--- config.mk ---
export PLATFORM = sky130hd
export DESIGN_NAME = vid_frame_src
export DESIGN_NICKNAME = d
export VERILOG_FILES = /design/src/rtl/vid_frame_src.sv
export SDC_FILE = /design/constraint.sdc
export NUM_CORES = 1
export LEC_CHECK = 0
export BUFFER_PORTS_ARGS = -buffer_cell sky130_fd_sc_hd__buf_2
export CAP_MARGIN = 10
export CELL_PAD_IN_SITES_DETAIL_PLACEMENT = 0
export CELL_PAD_IN_SITES_GLOBAL_PLACEMENT = 1
export CORE_ASPECT_RATIO = 1.75
export CORE_UTILIZATION = 31
export CTS_BUF_LIST = sky130_fd_sc_hd__clkbuf_8
export CTS_CLUSTER_SIZE = 30
export DETAILED_ROUTE_END_ITERATION = 8
export GPL_ROUTABILITY_DRIVEN = 0
export PLACE_DENSITY = 0.67
export SYNTH_ARGS = -nofsm -noshare
export SYNTH_HDL_FRONTEND = slang
export SYNTH_SLANG_ARGS = --single-unit
--- constraint.sdc ---
create_clock -name clk -period 3.4 [get_ports clk]
set_clock_uncertainty 0.2 [all_clocks]
set_input_delay 0.68 -clock clk [delete_from_list [all_inputs] [get_ports clk]]
set_output_delay 0.68 -clock clk [all_outputs]
set_load 0.02 [all_outputs]
--- src/rtl/vid_frame_src.sv ---
// vid_frame_src: stored RGB888 frame to vsync/href/valid stream transmitter.
// Build option VID_FRAME_SRC_TESTPAT_EN adds a test_pat input (8 colour bars).
`timescale 1ns/1ps

module vid_frame_src #(
  parameter int H_ACTIVE = 800,
  parameter int V_ACTIVE = 600,
  parameter int H_BLANK  = 160,
  parameter int VSYNC_W  = 2,
  parameter int V_BP     = 4,
  parameter int V_FP     = 2,
  parameter int RD_LAT   = 2,
  parameter int ADDR_W   = 19
) (
  input  logic              clk,
  input  logic              rst_n,
  input  logic              start,
  input  logic              continuous,
`ifdef VID_FRAME_SRC_TESTPAT_EN
  input  logic              test_pat,
`endif
  output logic              busy,
  output logic              frame_done,
  output logic              mem_rd_en,
  output logic [ADDR_W-1:0] mem_rd_addr,
  input  logic [23:0]       mem_rd_data,
  output logic              post_vsync,
  output logic              post_href,
  output logic              post_valid,
  output logic [7:0]        post_r,
  output logic [7:0]        post_g,
  output logic [7:0]        post_b
);

  localparam int H_TOT = H_ACTIVE + H_BLANK;
  localparam int HW    = (H_TOT > 1) ? $clog2(H_TOT) : 1;
  localparam int M1    = (VSYNC_W > V_BP) ? VSYNC_W : V_BP;
  localparam int M2    = (V_ACTIVE > V_FP) ? V_ACTIVE : V_FP;
  localparam int V_MAX = (M1 > M2) ? M1 : M2;
  localparam int VW    = (V_MAX > 1) ? $clog2(V_MAX) : 1;

  localparam logic [HW-1:0] H_LAST  = HW'(H_TOT - 1);
  localparam logic [HW-1:0] H_ACT   = HW'(H_ACTIVE);
  localparam logic [VW-1:0] VS_LAST = VW'(VSYNC_W - 1);
  localparam logic [VW-1:0] BP_LAST = VW'(V_BP - 1);
  localparam logic [VW-1:0] AC_LAST = VW'(V_ACTIVE - 1);
  localparam logic [VW-1:0] FP_LAST = VW'(V_FP - 1);

  typedef enum logic [2:0] {
    S_IDLE,
    S_VSYNC,
    S_VBP,
    S_ACT,
    S_VFP
  } state_t;

  state_t              state;
  state_t              state_nx;
  logic [HW-1:0]       h_cnt;
  logic [VW-1:0]       v_cnt;
  logic [VW-1:0]       v_last;
  logic                h_wrap;
  logic                st_end;
  logic                vs_raw;
  logic                hr_raw;
  logic [ADDR_W-1:0]   addr;
  logic [RD_LAT-1:0]   vs_d;
  logic [RD_LAT-1:0]   hr_d;
  logic [23:0]         px;

  assign h_wrap      = (h_cnt == H_LAST);
  assign st_end      = h_wrap && (v_cnt == v_last);
  assign busy        = (state != S_IDLE);
  assign mem_rd_addr = addr;

  // Number of lines spent in the current state, minus one.
  always_comb begin
    v_last = '0;
    unique case (state)
      S_VSYNC: v_last = VS_LAST;
      S_VBP:   v_last = BP_LAST;
      S_ACT:   v_last = AC_LAST;
      S_VFP:   v_last = FP_LAST;
      default: v_last = '0;
    endcase
  end

  // State register.
  always_ff @(posedge clk or negedge rst_n) begin
    if (!rst_n) state <= S_IDLE;
    else        state <= state_nx;
  end

  // Next state and raw timing strobes.
  always_comb begin
    state_nx   = state;
    vs_raw     = 1'b0;
    hr_raw     = 1'b0;
    frame_done = 1'b0;
    unique case (state)
      S_IDLE: begin
        if (start) state_nx = S_VSYNC;
      end
      S_VSYNC: begin
        vs_raw = 1'b1;
        if (st_end) state_nx = S_VBP;
      end
      S_VBP: begin
        if (st_end) state_nx = S_ACT;
      end
      S_ACT: begin
        hr_raw = (h_cnt < H_ACT);
        if (st_end) state_nx = S_VFP;
      end
      S_VFP: begin
        frame_done = st_end;
        if (st_end) state_nx = continuous ? S_VSYNC : S_IDLE;
      end
      default: state_nx = S_IDLE;
    endcase
  end

  // Pixel and line counters; line count restarts with each state.
  always_ff @(posedge clk or negedge rst_n) begin
    if (!rst_n) begin
      h_cnt <= '0;
      v_cnt <= '0;
    end else if (state == S_IDLE) begin
      h_cnt <= '0;
      v_cnt <= '0;
    end else begin
      h_cnt <= h_wrap ? '0 : h_cnt + 1'b1;
      if (state_nx != state) v_cnt <= '0;
      else if (h_wrap)       v_cnt <= v_cnt + 1'b1;
    end
  end

  // Raster read address, rewound at the start of every frame.
  always_ff @(posedge clk or negedge rst_n) begin
    if (!rst_n)                 addr <= '0;
    else if (state == S_VSYNC)  addr <= '0;
    else if (hr_raw)            addr <= addr + 1'b1;
  end

  // Delay sync strobes to line up with the RAM read data.
  always_ff @(posedge clk or negedge rst_n) begin
    if (!rst_n) begin
      vs_d <= '0;
      hr_d <= '0;
    end else begin
      vs_d[0] <= vs_raw;
      hr_d[0] <= hr_raw;
      for (int i = 1; i < RD_LAT; i++) begin
        vs_d[i] <= vs_d[i-1];
        hr_d[i] <= hr_d[i-1];
      end
    end
  end

`ifdef VID_FRAME_SRC_TESTPAT_EN
  localparam int BAR_W = (H_ACTIVE >= 8) ? H_ACTIVE / 8 : 1;

  logic       pat_q;
  logic [2:0] bar_idx;
  logic [2:0] bar_rgb;
  logic [3:0] pd [RD_LAT];

  assign mem_rd_en = hr_raw & ~pat_q;
  assign bar_rgb   = {~bar_idx[1], ~bar_idx[2], ~bar_idx[0]};

  // Pattern select is frozen for the whole frame at VSYNC entry.
  always_ff @(posedge clk or negedge rst_n) begin
    if (!rst_n)
      pat_q <= 1'b0;
    else if (state_nx == S_VSYNC && state != S_VSYNC)
      pat_q <= test_pat;
  end

  // Bar number: count of bar boundaries already passed on this line.
  always_comb begin
    bar_idx = '0;
    for (int k = 1; k < 8; k++) begin
      if (h_cnt >= HW'(k * BAR_W)) bar_idx = 3'(k);
    end
  end

  // Carry pattern mode and bar colour alongside the sync strobes.
  always_ff @(posedge clk or negedge rst_n) begin
    if (!rst_n) begin
      for (int i = 0; i < RD_LAT; i++) pd[i] <= '0;
    end else begin
      pd[0] <= {pat_q, bar_rgb};
      for (int i = 1; i < RD_LAT; i++) pd[i] <= pd[i-1];
    end
  end

  // Pixel source: colour bars or RAM data.
  always_comb begin
    px = mem_rd_data;
    if (pd[RD_LAT-1][3])
      px = {{8{pd[RD_LAT-1][2]}},
            {8{pd[RD_LAT-1][1]}},
            {8{pd[RD_LAT-1][0]}}};
  end
`else
  assign mem_rd_en = hr_raw;

  // Pixel source: RAM data only.
  always_comb begin
    px = mem_rd_data;
  end
`endif

  // Output register; pixel data forced to zero outside href.
  always_ff @(posedge clk or negedge rst_n) begin
    if (!rst_n) begin
      post_vsync <= 1'b0;
      post_href  <= 1'b0;
      post_valid <= 1'b0;
      post_r     <= '0;
      post_g     <= '0;
      post_b     <= '0;
    end else begin
      post_vsync <= vs_d[RD_LAT-1];
      post_href  <= hr_d[RD_LAT-1];
      post_valid <= hr_d[RD_LAT-1];
      if (hr_d[RD_LAT-1]) begin
        post_r <= px[23:16];
        post_g <= px[15:8];
        post_b <= px[7:0];
      end else begin
        post_r <= '0;
        post_g <= '0;
        post_b <= '0;
      end
    end
  end

endmodule

[After elaboration in Yosys (flattened, before gate mapping)]
Index checks and enable logic that the tools add are counted.
Word-level totals
  register bits: 72
  logic and storage cells: 49
  input port bits: 28
Cells by class
  equality and inequality tests: 7
  multiplexer cells: 21
  add/sub/neg operators: 3
  reduce and logical (&&, ||, !) cells: 6
  magnitude comparators: 1
Operators with widths (number)
  $mux W10: 5
  $mux W19: 2
  $pmux W10 S3: 1
  $mux W8: 3
  $add A10 B1 Y10 const B: 2
  $add A19 B1 Y19 const B: 1
  $mux W3: 5
  $pmux W3 S5: 1
  $eq A10 B10 Y1: 1
  $eq A10 B10 Y1 const B: 1
  $lt A10 B10 Y1 const B: 1
  $eq A3 B2 Y1 const B: 2
  $reduce_bool A3 Y1: 2
  $mux W1: 4
  $eq A3 B1 Y1 const B: 1
  $eq A3 B3 Y1 const B: 1
  $logic_not A3 Y1: 1
  $ne A3 B3 Y1: 1
  $reduce_bool A2 Y1: 1
  $reduce_or A2 Y1: 1
  $logic_and A1 B1 Y1: 1

[Depth between registers and ports, before layout]
Gate-level depths: netlist (run 1).
  word-level depth: 10
  depth in mapped cells: 8
  mapped depth without buffers: 6

[Worst setup path before layout (run 1)]
Ideal clock, no wire load.
  path type: flip-flop to output port
  from: register h_cnt[0]
  to: output frame_done
  slack: 0.385 ns
  required time: 2.520 ns
  path buffers: 2
  stages on the path, launching flop included: 7
  arrival time: 2.135 ns
  cell sequence: dfrtp_1 ha_1 nand2_1 or4_4 buf_6 buf_6 nor4_1
Between the ends
  longest elaborated chain between the ends: 3
Ends and longest elaborated chain
  start: declaration: RTL line 59  | logic [HW-1:0] h_cnt;
  start signal: assignment: RTL line 132  | h_cnt <= h_wrap ? '0 : h_cnt + 1'b1;
  $eq A10 B10 Y1: RTL line 71  | assign h_wrap = (h_cnt == H_LAST);
  $logic_and A1 B1 Y1: RTL line 72  | assign st_end = h_wrap && (v_cnt == v_last);
  $mux W1: RTL line 100  | unique case (state)
  end: declaration: RTL line 23  | output logic frame_done,
Every way passes these cells.

[Final worst setup path (run 1)]
Ends and elaborated chain as after synthesis.

==> impl_metrics.yaml, run 1 <==
setup_path:
  path_class: "register to primary output"
  rr_worst_depth: 6
  crit_path_cell_trace: "ha_1, nand2_1, or4_4, nor4_1, buf_2"
  worst_r2r_start: "v_cnt[2]$_DFFE_PN0P_"
  setup.worst_path.start_class: "register"
  reg2reg_setup_slack_ps: 1110
  critical-path-max-stage-delay_ps: 630
  timing.critical_path.to_type: "primary output"
  crit_slowest_cell: "sky130_fd_sc_hd__or4_4"
  worstPathRequired_ps: 2520
  critPathMaxFanout: 18
  reg2reg_to: "state[0]$_DFF_PN0_"
  worst-endpoint-arrival_ps: 2240
drt:
  routed-via-count: 2497
  detail-route-antenna-nets: 0
  drt-vias-per-instance: 4.877
  detail_route.first_pass.iterations: 4
  wl_per_cell_um: 14.75
  drt-initial-drc-count: 143
  drc: 0
  drt-total-wl_um: 7550
clock_network:
  cts_inserted_buffers: 9
  clockBufferDepth: 2
  ctsRootBufferMaster: "sky130_fd_sc_hd__clkbuf_8"
  clock_latency_ps: 350
  ctsResizeCount: 0
  cts.sinks: 72
  ctsHoldBuffers: 0
  cts_tree: "yes"
  post_cts_buffers: 0
  cts_htree_levels: 3
  clk_pin_slew_worst_paths_ps: 70
synth:
  seq_area_frac_synth: 0.5597
  synth_flop_cell: "sky130_fd_sc_hd__dfrtp_1"
  ys_seq_elements: 72
  synth_top_family_by_area: "simple AND/OR/NAND/NOR gates"
  synth-async-reset-ratio: 1.000
  synth_edf_count: 0
  synth.most_common_cell: "sky130_fd_sc_hd__dfrtp_1"
  synth-xor-area-share: 0.07618
  synth.lib_cells_used.distinct: 46
  area_fraction_in_compound_gates_after_synthesis: 0.06180
  syn-mean-instance-area_um2: 10.59
  synth_top_area_share: 0.5597
  synth_top_cells_by_count: "sky130_fd_sc_hd__dfrtp_1, sky130_fd_sc_hd__nor2_1, sky130_fd_sc_hd__and2_1, sky130_fd_sc_hd__nand2_1, sky130_fd_sc_hd__nand3_1"
  synth_cells: 304
  synthesis.nets: 335
  synthAdderAreaFrac: 0.01166
  simple_gate_portion_of_the_synthesized_area: 0.2538
  post_synth_main_area_contributors: "sky130_fd_sc_hd__dfrtp_1, sky130_fd_sc_hd__and2_1, sky130_fd_sc_hd__xnor2_1"
  ys_warn_count: 0
  synth.mux.area_fraction: 0.009328
  synth_top_area_cell: "sky130_fd_sc_hd__dfrtp_1"
  netlist_area_um2: 3219
sta:
  timing_max_transition_violations_final: 0
  maxClockFrequency_mhz: 320.1
  tightest_slew_ps: 940.0
  timing.slew.headroom: 0.3733
  rsz0062_at_grt: "no"
  hold_viol_final: 0
  number_of_endpoints_failing_setup_at_the_final_stage: 0
  post-route-min-period_ps: 3124
  setup_tns_ps: 0
  fin_crit_sh: 0.9189
floorplanning:
  core_area_um2: 9970
  start_util: 0.3229
  design.die.area_um2: 10810
  ios: 77
  floorplan.die.width_um: 79.04
  die-height_um: 136.8
  number_of_placement_rows: 48
placed_design:
  detailed_place_hpwl_um: 5341
  portBuffers: 76
power_and_ir_drop:
  pwr-share-seq: 0.551
  max_ir_drop_vdd_v: 0.0002498
  cellLeakagePower_nw: 1.843
  total_switching_power_w: 0.0003366
  share_clk_of_total_power: 0.429
  cell_internal_power_w: 0.001216
  netSwitchingFraction: 0.2168
  power_per_cell_area_nw_per_um2: 397.2
  power_frac_comb: 0.020
cells_and_area:
  finalCoreUtilization: 0.3919
  syn2layout_area_growth_pct: 21.38
  antennaDiodeCount: 0
  final_layout_size_suffix_gt1_frac: 0.2713
  final_net_count: 414
global_routing:
  grt_pass1_vias: 2457
  grt_first_pass_wirelength_um: 12430
  antenna_violations_before_repair: 0
  global_route.usage.total: 0.1538
  largest_net_degree_at_the_start_of_global_routing: 73
  global_route_congestion_overflow_total: 0
min_path:
  worst_hold_path.endpoint: "post_vsync$_DFF_PN0_"
  timing.hold.worst.start: "vs_d[1]$_DFF_PN0_"
  worstHoldPathCells: 0
  worst_hold_check_path_type: "register to register"
status:
  result_of_the_run: "completed"
run:
  drv_cap: 0
-- layout by cell type (no fill, tap or decap), types with 2 or more instances in the layout --
cell type,count
sky130_fd_sc_hd__dfrtp_1,72
sky130_fd_sc_hd__nand4_1,5
sky130_fd_sc_hd__ha_1,3
sky130_fd_sc_hd__xor2_1,13
sky130_fd_sc_hd__nand2_1,25
sky130_fd_sc_hd__or2_2,2
sky130_fd_sc_hd__a211o_1,2
sky130_fd_sc_hd__clkbuf_8,10
sky130_fd_sc_hd__mux2i_1,3
sky130_fd_sc_hd__a21oi_1,8
sky130_fd_sc_hd__and3_1,3
sky130_fd_sc_hd__buf_4,4
sky130_fd_sc_hd__and2_1,25
sky130_fd_sc_hd__nand2b_1,3
sky130_fd_sc_hd__and4_1,3
sky130_fd_sc_hd__or4_4,2
sky130_fd_sc_hd__nor2_1,33
sky130_fd_sc_hd__a311oi_1,2
sky130_fd_sc_hd__inv_1,8
sky130_fd_sc_hd__nor2_2,2
sky130_fd_sc_hd__o311a_1,2
sky130_fd_sc_hd__nand3_1,16
sky130_fd_sc_hd__nor4_1,5
sky130_fd_sc_hd__o211ai_1,3
sky130_fd_sc_hd__nor3_2,2
sky130_fd_sc_hd__or3_1,3
sky130_fd_sc_hd__o21ai_0,7
sky130_fd_sc_hd__xnor2_1,15
sky130_fd_sc_hd__nor3_1,12
sky130_fd_sc_hd__buf_2,76
-- logic make-up (layout without fill, tap and decap cells) --
family	after synthesis	in the layout
adder cells (fa/ha/maj)	3	3
buffers and inverters	18	101
AO/OA/AOI/OAI	30	30
multiplexers	3	3
flip-flops	72	72
XOR/XNOR	28	28
AND/OR/NAND/NOR	150	150
-- critical path: cells and delay by family (launching register included) --
family	cells	cell delay [ps]
adders and majority gates	1	270
and+or+nand+nor	3	1010
DFF	1	410
buffers and inverters	1	210
-- sequential cells by signal, indices dropped and copies added, names as in the netlist --
| signal | count |
|---|---|
| post_valid | 1 |
| post_vsync | 1 |
| post_b | 8 |
| hr_d | 2 |
| h_cnt | 10 |
| state | 3 |
| mem_rd_addr | 19 |
| v_cnt | 10 |
| vs_d | 2 |
| post_g | 8 |
| post_r | 8 |
-- cell type report --
type,instances,area (um^2)
Clock buffer,10,137.6
Sequential cell,72,1802
Inverter,6,22.52
Fill cell,1048,6062
Timing Repair Buffer,80,410.4
Tap cell,125,156.4
Multi-Input combinational cell,214,1329
Clock inverter,5,50.05
-- routing by layer --
metal / up-vias / GRT usage / wire [um]
met3: 22 / 0.03000 / 217
li1: 1197 / - / -
met5: - / 0 / 0
met2: 49 / 0.2596 / 4027
met4: 0 / 0.09899 / 296
met1: 1229 / 0.1752 / 3009
-- stage by stage --
| step | total power [W] | setup WS, ps | area [um^2] | hold WS [ps] | cells |
|---|---|---|---|---|---|
| 3_3_place_gp | 0.0009047 | 648.5 | 3720 | 135.1 | 497 |
| 3_5_place_dp | 0.0009053 | 619.0 | 3720 | 137.0 | 497 |
| 5_1_grt | 0.001614 | 155.2 | 3908 | 160.9 | 512 |
| 4_1_cts | 0.001577 | 223.5 | 3908 | 153.5 | 512 |
| 6_report | 0.001552 | 275.6 | 3908 | 149.9 | 512 |
| 2_1_floorplan | 0.0008728 | 385.2 | 3219 | 131.2 | 304 |
-- power groups by stage --
stage | logic (W) | registers (W) | clock network, W
finish | 0.0000312 | 0.000856 | 0.000665
global route | 0.0000368 | 0.000855 | 0.000722
floorplan | 0.0000000145 | 0.000873 | 0
CTS | 0.0000328 | 0.000856 | 0.000689
detailed placement | 0.0000328 | 0.000873 | 0
global placement | 0.0000321 | 0.000873 | 0
-- worst max path at each step --
stage / start / end / slack (ps) / cells past startpoint
floorplan: h_cnt[0]$_DFF_PN0_ / frame_done / 390 / 6
global placement: h_cnt[0]$_DFF_PN0_ / frame_done / 650 / 5
detailed placement: h_cnt[0]$_DFF_PN0_ / frame_done / 620 / 5
CTS: h_cnt[0]$_DFF_PN0_ / frame_done / 220 / 5
global route: h_cnt[0]$_DFF_PN0_ / frame_done / 160 / 5
finish: h_cnt[0]$_DFF_PN0_ / frame_done / 280 / 5
Note: power is estimated with default switching activity, not from simulation.
==> run 2: changes to the inputs <==
--- a/config.mk
+++ b/config.mk
@@ -9,7 +9,7 @@
 export CAP_MARGIN = 10
 export CELL_PAD_IN_SITES_DETAIL_PLACEMENT = 0
 export CELL_PAD_IN_SITES_GLOBAL_PLACEMENT = 1
-export CORE_ASPECT_RATIO = 1.75
+export CORE_ASPECT_RATIO = 0.7
 export CORE_UTILIZATION = 31
 export CTS_BUF_LIST = sky130_fd_sc_hd__clkbuf_8
 export CTS_CLUSTER_SIZE = 30
==> run 2 against run 1 <==
Net effect:
- final cell count rose by 0.78%
- die area barely moved
- largest power group unchanged
- core utilization rose by 1.1 points
- wire length fell by 4.6%
- hold slack barely moved
- global-route usage fell by 1.1 points
- register-to-register slack barely moved
- sequential power barely moved
- non-clock buffer count did not move
- combinational power rose by 9.3%
- first-iteration DRC count fell by 13%
==> impl_metrics.yaml, run 2 (synthesis gave the netlist of run 1 again) <==
status:
  result_of_the_run: "completed"
drt:
  drc: 0
  wl_per_cell_um: 13.95
  detail_route.first_pass.iterations: 4
  drt-vias-per-instance: 4.766
  met3_wirelength_um: 581
  detailroute.wirelength.met2_um: 2802
  met1Wirelength_um: 3746
  top_signal_layer_used: "met4"
  drt-total-wl_um: 7200
  detail-route-antenna-nets: 0
  routed-via-count: 2459
  drt-initial-drc-count: 124
global_routing:
  global_route_congestion_overflow_total: 0
  global_route.usage.total: 0.1428
  grt_pass1_vias: 2210
  largest_net_degree_at_the_start_of_global_routing: 42
  antenna_violations_before_repair: 0
  grt_first_pass_wirelength_um: 11590
sta:
  setup_tns_ps: 0
  timing_max_transition_violations_final: 0
  maxClockFrequency_mhz: 313.1
  timing.slew.headroom: 0.4958
  fin_crit_sh: 0.9393
  tightest_slew_ps: 756.2
  hold_slack_ps: 150.1
  number_of_endpoints_failing_setup_at_the_final_stage: 0
  hold_viol_final: 0
  post-route-min-period_ps: 3194
  rsz0062_at_grt: "no"
floorplanning:
  number_of_placement_rows: 30
  die-height_um: 87.26
  core_area_um2: 9872
  start_util: 0.3261
  ios: 77
  floorplan.die.width_um: 123.8
  design.die.area_um2: 10800
setup_path:
  timing.critical_path.to_type: "primary output"
  crit_slowest_cell: "sky130_fd_sc_hd__or4_4"
  worstPathRequired_ps: 2520
  path_class: "register to primary output"
  crit_path_cell_trace: "ha_1, nand2_1, or4_4, nor4_1, buf_2"
  setup.worst_path.start_class: "register"
  critPathMaxFanout: 18
  critical-path-max-stage-delay_ps: 630
  worst-endpoint-arrival_ps: 2310
min_path:
  worst_hold_check_path_type: "register to register"
clock_network:
  ctsRootBufferMaster: "sky130_fd_sc_hd__clkbuf_8"
  clockBufferDepth: 2
  cts_htree_levels: 3
  ctsResizeCount: 0
  cts_tree: "yes"
  post_cts_buffers: 0
  ctsHoldBuffers: 0
  clock_latency_ps: 350
  clk_pin_slew_worst_paths_ps: 80
  cts_inserted_buffers: 9
  cts.sinks: 72
placed_design:
  portBuffers: 76
  detailed_place_hpwl_um: 5145
  standard_cell_area_after_detailed_placement_um2: 3736
  dp.cells: 500
cells_and_area:
  commonest_cells_after_routing_fill_and_taps_aside: "sky130_fd_sc_hd__buf_2, sky130_fd_sc_hd__dfrtp_1, sky130_fd_sc_hd__nor2_1"
  antennaDiodeCount: 0
  post_layout_nonfiller_instances: 516
  largest_register_ff_count: 19
  final_layout_size_suffix_gt1_frac: 0.2758
  layout_commonest_cell: "sky130_fd_sc_hd__buf_2"
  syn2layout_area_growth_pct: 23.63
  final_design_area_no_fill_um2: 3980
  final_net_count: 414
power_and_ir_drop:
  cellLeakagePower_nw: 1.872
  power_frac_comb: 0.020
  max_ir_drop_vdd_v: 0.0001549
  pwr-share-seq: 0.499
  share_clk_of_total_power: 0.481
  power_per_cell_area_nw_per_um2: 431.0
  total_switching_power_w: 0.0003573
  cell_internal_power_w: 0.001358
  netSwitchingFraction: 0.2083
run:
  drv_cap: 0
run 2: cell types whose count changed in the layout (fill, tap and decap cells not counted), sizes merged:
cell	before	now
clkinv	1	2
clkinvlp	1	0
bufinv	1	3
clkbuf	10	9
run 2: worst paths after layout:
kind	to	start	cells after the start	slack (ps)
max	frame_done	h_cnt[0]$_DFF_PN0_	5	210
min	hr_d[1]$_DFF_PN0_	hr_d[0]$_DFF_PN0_	0	150
max reg2reg	v_cnt[9]$_DFFE_PN0P_	h_cnt[0]$_DFF_PN0_	5	1110
min reg2reg	hr_d[1]$_DFF_PN0_	hr_d[0]$_DFF_PN0_	0	150
max in group asynchronous	v_cnt[5]$_DFFE_PN0P_	rst_n	2	2140
min in group asynchronous	post_vsync$_DFF_PN0_	rst_n	1	190
run 2: worst max-delay path: cells and delay by family, from the launching register on:
| family | cells | cell delay, ps |
|---|---|---|
| AND/OR/NAND/NOR | 3 | 1050 |
| adder cells (fa/ha/maj) | 1 | 270 |
| flip-flops | 1 | 400 |
| buffers and inverters | 1 | 230 |
run 2: layer usage:
layer	global-route usage	vias up
li1	-	1205
met1	0.2200	1158
met2	0.1813	89
met3	0.04777	7
met4	0.04600	0
met5	0	-
run 2: metrics by stage:
| stage | total power [W] | utilization | setup slack [ps] |
|---|---|---|---|
| global placement | 0.0009093 | 0.3785 | 538.3 |
| floorplan | 0.0008728 | - | 385.2 |
| finish | 0.001715 | 0.4032 | 206.4 |
| detailed placement | 0.0009090 | 0.3785 | 534.2 |
| CTS | 0.001747 | 0.4032 | 124.0 |
| global route | 0.001785 | 0.4032 | 15.54 |
run 2: layout make-up:
| cell class | instances | area [um^2] |
|---|---|---|
| Fill cell | 991 | 5892 |
| Clock buffer | 9 | 123.9 |
| Sequential cell | 72 | 1802 |
| Clock inverter | 7 | 120.1 |
| Tap cell | 128 | 160.2 |
| Inverter | 6 | 22.52 |
| Timing Repair Buffer | 80 | 422.9 |
| Multi-Input combinational cell | 214 | 1329 |
run 2: power groups by stage:
stage / Sequential, W / Combinational [W] / Clock (W)
3_3_place_gp: 0.000873 / 0.0000368 / 0
2_1_floorplan: 0.000873 / 0.0000000145 / 0
4_1_cts: 0.000855 / 0.0000366 / 0.000856
3_5_place_dp: 0.000873 / 0.0000364 / 0
5_1_grt: 0.000855 / 0.0000400 / 0.000890
6_report: 0.000855 / 0.0000341 / 0.000826
==> run 3: changes to the inputs <==
--- a/config.mk
+++ b/config.mk
@@ -7,15 +7,16 @@
 export LEC_CHECK = 0
 export BUFFER_PORTS_ARGS = -buffer_cell sky130_fd_sc_hd__buf_2
 export CAP_MARGIN = 10
-export CELL_PAD_IN_SITES_DETAIL_PLACEMENT = 0
-export CELL_PAD_IN_SITES_GLOBAL_PLACEMENT = 1
+export CELL_PAD_IN_SITES_DETAIL_PLACEMENT = 1
+export CELL_PAD_IN_SITES_GLOBAL_PLACEMENT = 2
 export CORE_ASPECT_RATIO = 0.7
 export CORE_UTILIZATION = 31
 export CTS_BUF_LIST = sky130_fd_sc_hd__clkbuf_8
 export CTS_CLUSTER_SIZE = 30
 export DETAILED_ROUTE_END_ITERATION = 8
 export GPL_ROUTABILITY_DRIVEN = 0
-export PLACE_DENSITY = 0.67
+export MAX_ROUTING_LAYER = met4
+export PLACE_DENSITY = 0.78
 export SYNTH_ARGS = -nofsm -noshare
 export SYNTH_HDL_FRONTEND = slang
 export SYNTH_SLANG_ARGS = --single-unit
==> run 3 against run 2 <==
Net effect:
- worst setup slack gained 35 ps
- die area is the same
- non-clock buffer count shrank 1
- combinational power shrank 3%
- hold slack gained 3.2 ps
- critical endpoint unchanged
- largest cell class unchanged
- largest power group unchanged
==> impl_metrics.yaml, run 3 (synthesis gave the netlist of run 1 again) <==
min_path:
  worstHoldPathCells: 0
  timing.hold.worst.start: "vs_d[0]$_DFF_PN0_"
  worst_hold_check_path_type: "register to register"
  worst_hold_path.endpoint: "vs_d[1]$_DFF_PN0_"
placed_design:
  detailed_place_hpwl_um: 5580
  portBuffers: 76
  dpl_worst_slack_ps: 550.4
  dp.cells: 499
global_routing:
  global_route_congestion_overflow_total: 0
  grt_first_pass_wirelength_um: 13240
  antenna_violations_before_repair: 0
  largest_net_degree_at_the_start_of_global_routing: 46
  grt_pass1_vias: 2582
  global_route.usage.total: 0.1674
sta:
  fin_crit_sh: 0.9290
  final.setup.worst_slack_ps: 241.4
  timing.slew.headroom: 0.5395
  rsz0062_at_grt: "no"
  tightest_slew_ps: 690.7
  hold_viol_final: 0
  timing_max_transition_violations_final: 0
  setup_tns_ps: 0
  maxClockFrequency_mhz: 316.6
  number_of_endpoints_failing_setup_at_the_final_stage: 0
  post-route-min-period_ps: 3159
drt:
  drt-initial-drc-count: 135
  drt-total-wl_um: 7812
  drc: 0
  drt-vias-per-instance: 4.839
  detail_route.first_pass.iterations: 4
  detail-route-antenna-nets: 0
  routed-via-count: 2492
  wl_per_cell_um: 15.17
clock_network:
  cts_inserted_buffers: 9
  clockBufferDepth: 2
  clk_pin_slew_worst_paths_ps: 80
  cts.sinks: 72
  cts_tree: "yes"
  cts_htree_levels: 3
  post_cts_buffers: 0
  ctsRootBufferMaster: "sky130_fd_sc_hd__clkbuf_8"
  clock_latency_ps: 350
  ctsHoldBuffers: 0
cells_and_area:
  commonest_cells_after_routing_fill_and_taps_aside: "sky130_fd_sc_hd__buf_2, sky130_fd_sc_hd__dfrtp_1, sky130_fd_sc_hd__nor2_1"
  final_layout_size_suffix_gt1_frac: 0.2791
  final_net_count: 413
  layout_commonest_cell: "sky130_fd_sc_hd__buf_2"
  finalCoreUtilization: 0.3990
  syn2layout_area_growth_pct: 22.35
  antennaDiodeCount: 0
  post_layout_nonfiller_instances: 515
  largest_register_ff_count: 19
power_and_ir_drop:
  power_per_cell_area_nw_per_um2: 401.8
  netSwitchingFraction: 0.2230
  cellLeakagePower_nw: 1.848
  max_ir_drop_vdd_v: 0.0002186
  pwr-share-seq: 0.541
  cell_internal_power_w: 0.001230
  share_clk_of_total_power: 0.439
  total_switching_power_w: 0.0003529
  power_frac_comb: 0.021
setup_path:
  setup.worst_path.start_class: "register"
  worst-endpoint-arrival_ps: 2280
  path_class: "register to primary output"
  timing.critical_path.to_type: "primary output"
  reg2reg_to: "state[0]$_DFF_PN0_"
  critical-path-max-stage-delay_ps: 550
  critPathMaxFanout: 11
  crit_slowest_cell: "sky130_fd_sc_hd__or4_1"
  worstPathRequired_ps: 2520
  worst_r2r_start: "v_cnt[2]$_DFFE_PN0P_"
  crit_path_cell_trace: "or4_1, mux2i_1, nand2_1, nor4_2, buf_2"
  reg2reg_setup_slack_ps: 1060
  rr_worst_depth: 5
floorplanning:
  floorplan.die.width_um: 123.8
  die-height_um: 87.26
  number_of_placement_rows: 30
  ios: 77
  design.die.area_um2: 10800
  start_util: 0.3261
  core_area_um2: 9872
status:
  result_of_the_run: "completed"
run:
  drv_cap: 0
==> run 3: timing repair <==
item                                    CTS  global route
resized for setup                         0             1
endpoints found under the setup margin    0             1
endpoints found under the hold margin     0             0
==> run 3: worst max path at each step <==
stage	startpoint	to	slack (ps)
2_1_floorplan	h_cnt[0]$_DFF_PN0_	frame_done	390
3_3_place_gp	v_cnt[2]$_DFFE_PN0P_	frame_done	610
3_5_place_dp	v_cnt[2]$_DFFE_PN0P_	frame_done	550
4_1_cts	v_cnt[2]$_DFFE_PN0P_	frame_done	150
5_1_grt	v_cnt[2]$_DFFE_PN0P_	frame_done	70
6_report	v_cnt[2]$_DFFE_PN0P_	frame_done	240
==> run 3: metrics by stage <==
stage / hold WS [ps] / power [W] / instance area (um^2)
2_1_floorplan: 131.2 / 0.0008728 / 3219
3_3_place_gp: 133.7 / 0.0009073 / 3729
3_5_place_dp: 136.3 / 0.0009074 / 3729
4_1_cts: 156.6 / 0.001617 / 3933
5_1_grt: 159.8 / 0.001652 / 3939
6_report: 153.3 / 0.001583 / 3939
==> run 3: final cells by class <==
type	count	area, um^2
clock buffers	10	137.6
inverters	6	22.52
repair buffers	79	415.4
multi-input cells	214	1335
fillers	1158	5933
well taps	128	160.2
clock inverters	6	66.31
flip-flops and latches	72	1802
==> run 3: worst max-delay path: cells and delay by family (launching register included) <==
| kind | cells | cell delay (ps) |
|---|---|---|
| buf+inv | 1 | 210 |
| flops | 1 | 460 |
| mux | 1 | 140 |
| simple gates | 3 | 1130 |
==> run 3: per-layer routing <==
| layer | routed length, um | track usage |
|---|---|---|
| met5 | 0 | - |
| met4 | 63 | 0.03943 |
| met3 | 524 | 0.05497 |
| met2 | 3242 | 0.2253 |
| met1 | 3980 | 0.2397 |
==> run 3: power by group through the flow <==
stage          registers (W)     logic [W]  clock network (W)
2_1_floorplan       0.000873  0.0000000145                  0
3_5_place_dp        0.000873     0.0000349                  0
5_1_grt             0.000855     0.0000386           0.000758
6_report            0.000855     0.0000330           0.000694
3_3_place_gp        0.000873     0.0000347                  0
4_1_cts             0.000855     0.0000350           0.000726
